File: config.mk
export PLATFORM = sky130hd
export DESIGN_NAME = seq_pattern_detector
export DESIGN_NICKNAME = d
export VERILOG_FILES = /design/src/rtl/seq_pattern_detector.sv
export SDC_FILE = /design/constraint.sdc
export NUM_CORES = 1
export LEC_CHECK = 0
export CELL_PAD_IN_SITES_DETAIL_PLACEMENT = 0
export CELL_PAD_IN_SITES_GLOBAL_PLACEMENT = 2
export CORE_MARGIN = 1.5
export CORE_UTILIZATION = 32
export DETAILED_ROUTE_END_ITERATION = 16
export PLACE_DENSITY = 0.83
export SYNTH_ARGS = -nofsm -noshare
export SYNTH_HDL_FRONTEND = slang
export SYNTH_SLANG_ARGS = --single-unit
export TNS_END_PERCENT = 10
File: constraint.sdc
create_clock -name clock -period 2.2 [get_ports clock]
set_input_delay 0.22 -clock clock [delete_from_list [all_inputs] [get_ports clock]]
set_output_delay 0.22 -clock clock [all_outputs]
set_load 0.01 [all_outputs]
File: src/rtl/seq_pattern_detector.sv
// seq_pattern_detector: serial bit-pattern detector with a loadable
// target, overlap mode and a saturating match counter.
//
// Ports:
//   clock       in   rising-edge clock
//   nreset      in   async active-low reset
//   pat_load    in   latch pat_in as new target
//   pat_in      in   [N-1:0] target; [N-1] first bit in time
//   overlap     in   1 = overlapping, 0 = restart after match
//   en          in   qualifies inp this cycle
//   inp         in   serial data bit
//   clr_count   in   sync clear of match_count (wins over match)
//   match       out  Mealy match flag, same cycle as last bit
//   match_count out  [CNT_W-1:0] saturating match count
module seq_pattern_detector #(
  parameter int N     = 3,
  parameter int CNT_W = 8
) (
  input  logic             clock,
  input  logic             nreset,
  input  logic             pat_load,
  input  logic [N-1:0]     pat_in,
  input  logic             overlap,
  input  logic             en,
  input  logic             inp,
  input  logic             clr_count,
  output logic             match,
  output logic [CNT_W-1:0] match_count
);

  localparam int FW = $clog2(N);

  localparam logic [FW-1:0] FILL_MAX = FW'(N - 1);
  localparam logic [FW-1:0] FILL_PRE = FW'(N - 2);

  typedef logic [N-2:0] hist_t;

  typedef enum logic [1:0] {
    UNLOADED = 2'b00,
    FILL     = 2'b01,
    RUN      = 2'b10
  } state_t;

  state_t           state_q;
  state_t           state_d;
  logic [N-1:0]     pat_q;
  logic [N-1:0]     pat_d;
  hist_t            hist_q;
  hist_t            hist_d;
  hist_t            hist_sh;
  logic [FW-1:0]    fill_q;
  logic [FW-1:0]    fill_d;
  logic [CNT_W-1:0] cnt_q;
  logic [CNT_W-1:0] cnt_d;
  logic             cnt_sat;
  logic             hit;

  // hist[0] is the newest bit; truncation drops the oldest.
  assign hist_sh = hist_t'({hist_q, inp});

  assign hit = (inp == pat_q[0])
             & (hist_q == pat_q[N-1:1]);

  assign match = (state_q == RUN)
               & en
               & ~pat_load
               & hit;

  assign cnt_sat     = &cnt_q;
  assign match_count = cnt_q;

  always_comb begin
    state_d = state_q;
    pat_d   = pat_q;
    hist_d  = hist_q;
    fill_d  = fill_q;
    if (pat_load) begin
      // The bit presented with pat_load is dropped.
      pat_d   = pat_in;
      hist_d  = '0;
      fill_d  = '0;
      state_d = FILL;
    end else begin
      unique case (state_q)
        UNLOADED: begin
          state_d = UNLOADED;
        end
        FILL: begin
          if (en) begin
            hist_d = hist_sh;
            if (fill_q >= FILL_PRE) begin
              fill_d  = FILL_MAX;
              state_d = RUN;
            end else begin
              fill_d = fill_q + FW'(1);
            end
          end
        end
        RUN: begin
          fill_d = FILL_MAX;
          if (en) begin
            if (match && !overlap) begin
              // Restart: the matching bit is not reused.
              hist_d  = '0;
              fill_d  = '0;
              state_d = FILL;
            end else begin
              hist_d = hist_sh;
            end
          end
        end
        default: begin
          // Unused encoding recovers to UNLOADED.
          hist_d  = '0;
          fill_d  = '0;
          state_d = UNLOADED;
        end
      endcase
    end
  end

  always_comb begin
    cnt_d = cnt_q;
    priority case (1'b1)
      clr_count:          cnt_d = '0;
      (match & ~cnt_sat): cnt_d = cnt_q + CNT_W'(1);
      default:            cnt_d = cnt_q;
    endcase
  end

  always_ff @(posedge clock or negedge nreset) begin
    if (!nreset) begin
      state_q <= UNLOADED;
      pat_q   <= '0;
      hist_q  <= '0;
      fill_q  <= '0;
      cnt_q   <= '0;
    end else begin
      state_q <= state_d;
      pat_q   <= pat_d;
      hist_q  <= hist_d;
      fill_q  <= fill_d;
      cnt_q   <= cnt_d;
    end
  end

endmodule

==> impl_metrics.ini <==
[run_status]
status = complete, no violations

[clock_network]
postCtsHoldBufs = 0
cts_max_level = 1
clk_pin_slew_ps = 100
cts_num_sinks = 17
clk_path_buf_depth = 2
clock-root-buffer = clkbuf_4
cts_buffers = 3
worstSkewPairLatency_ps = 290
cts_tree = done

[logic_synthesis]
synth-seq-area-share_pct = 41.3
async_flop_share_pct = 100
synth_area_um2 = 1030
ys_ff_latch = 17
synth_cells = 101
synth_edf_count = 0
ys_types = 36
synth_fp_nets = 116
ys_warn_count = 0
syn_avg_cell_area_um2 = 10.2
ys.flop_type = dfrtp_1

[placed_design]
place_inst = 164
dp_hpwl_um = 1550
io_buffers = 18
gp_congestion = 0.775

[finish]
nNetsFinal = 143
antenna_cells = 0
mostFrequentLayoutCells = 17 x dfrtp_1, 17 x clkdlybuf4s50_1, 11 x a21oi_1
fin_util_pct = 43.6
stdcell_count = 171
nFillCells = 323
area_growth_pct = 29.3
drive_gt1_share_pct = 17.3

[floorplan]
fp.dieH_um = 59.7
die_w_um = 59.7
initial_utilization_pct = 33.7
die_area_um2 = 3570
pin_count = 19
coreArea_um2 = 3050
rows = 20

[timing]
max_slew_margin_pct = 61.5
hold_violations = 0
finalCritPeriodShare_pct = 91.8
drv_slew = 0
rsz0062_at_grt = no
finalSetupViolations = 0
hold_slack_ps = 243
skew_ps = 2.31
fmax_ghz = 0.495
worstMarginPinSlew_ps = 576
fin_tns_setup_ps = 0
min_period_ps = 2020

[grt]
antenna_found_initial = 0
grt_pass1_wl_um = 3820
grt_pass1_vias = 877
gr-total-overflow = 0
grt_max_degree = 18
track_usage_pct = 14.3

[run]
maxCapViolations = 0

[power_and_ir_drop]
power_density_nw_per_um2 = 684
leakagePower_nw = 0.573
power.total_uw = 911
ir_worst_vdd_mv = 0.346

[critical_path]
r2r_end = match_count[4]
regToRegStartpoint = state_q[0]
cp_max_fo = 12
worstSetupEndpointType = flip-flop
crit_arrival_ps = 2210
rrSetupSlack_ps = 180
start_kind = flip-flop
crit_required_ps = 2390
reg2regPathDepth = 7
critPathKind = flip-flop to flip-flop

[routing]
met1_length_um = 995
finalWirelength_um = 2160
drt_iter0_markers = 32
ant_nets = 0
drc = 0
wl_met2_um = 1030
viasPerCell = 5.08
wire_per_inst_um = 12.6
dr_total_vias = 868
dr.pass1.iters = 4
routed.top_layer = met4
wl_met3_um = 112

[worst_hold_path]
hold_path.class = input port to asynchronous set/reset pin
## power by group
part           switching (mW)  internal, mW  total [mW]
Combinational           0.183         0.170       0.353
Clock                   0.104        0.0705       0.174
Sequential             0.0326         0.351       0.384
## sequential cells by signal, indices dropped and copies added (netlist names)
signal	count
fill_q	2
pat_q	3
state_q	2
match_count	8
hist_q	2
## critical path, stage by stage (launching register included)
cell and delay (ps):
dfrtp_1 410, inv_1 100, ha_1 180, and3b_2 210, nand4_4 110, buf_4 200
nor4b_1 350, mux2_1 350
## stage by stage
step           area (µm²)  setup slack (ps)
3_5_place_dp         1270              67.8
6_report             1330               180
5_1_grt              1330              85.3
3_3_place_gp         1270               102
2_1_floorplan        1030               438
4_1_cts              1310              7.93
## cell usage after synthesis, types with 3 or more instances
library cell	instances	area share (%)
dfrtp_1	17	41
nand2_1	6	2.2
mux2_2	3	3.3
xnor2_2	3	4.7
nand3_1	3	1.5
inv_1	7	2.6
a21oi_1	11	5.3
nand2b_1	3	1.8
nor2_1	4	1.5
or4_1	3	2.2
o21ai_0	4	1.9
o31ai_1	3	2.2
ha_1	5	6.1
## layout make-up
cell class              count  area (µm²)  area share, %
inverters                   7        26.3           1.97
multi-input cells          74         563           42.3
well taps                  44        55.1           4.14
flip-flops and latches     17         425           32.0
clock buffers               4        26.3           1.97
repair buffers             25         235           17.7
## worst max path at each step
stage	start	to	slack (ps)	cells after the start
2_1_floorplan	state_q[0]	match_count[4]	440	6
3_3_place_gp	en	match_count[4]	100	5
3_5_place_dp	en	match_count[4]	70	5
4_1_cts	state_q[0]	match	8	6
5_1_grt	state_q[0]	match_count[4]	90	7
6_report	state_q[0]	match_count[4]	180	7
## routing by layer
metal	vias to the layer above	track usage, %
met2	24	23.4
met1	417	18.1
met5	-	0
met3	2	4.76
li1	425	-
met4	0	3.81
## cells by family after synthesis
family | after synthesis | share of synthesized area, %
XOR/XNOR | 3 | 4.74
buffers and inverters | 10 | 4.98
adder cells (fa/ha/maj) | 5 | 6.08
flip-flops | 17 | 41.3
AO/OA/AOI/OAI | 27 | 17.3
multiplexers | 6 | 6.44
AND/OR/NAND/NOR | 33 | 19.2
## what timing repair did
action	4_1_cts	5_1_grt
resized for setup	1	2
setup buffers	1	2
endpoints found under the setup margin	1	1
No activity file was read; power rests on OpenSTA's default activity.
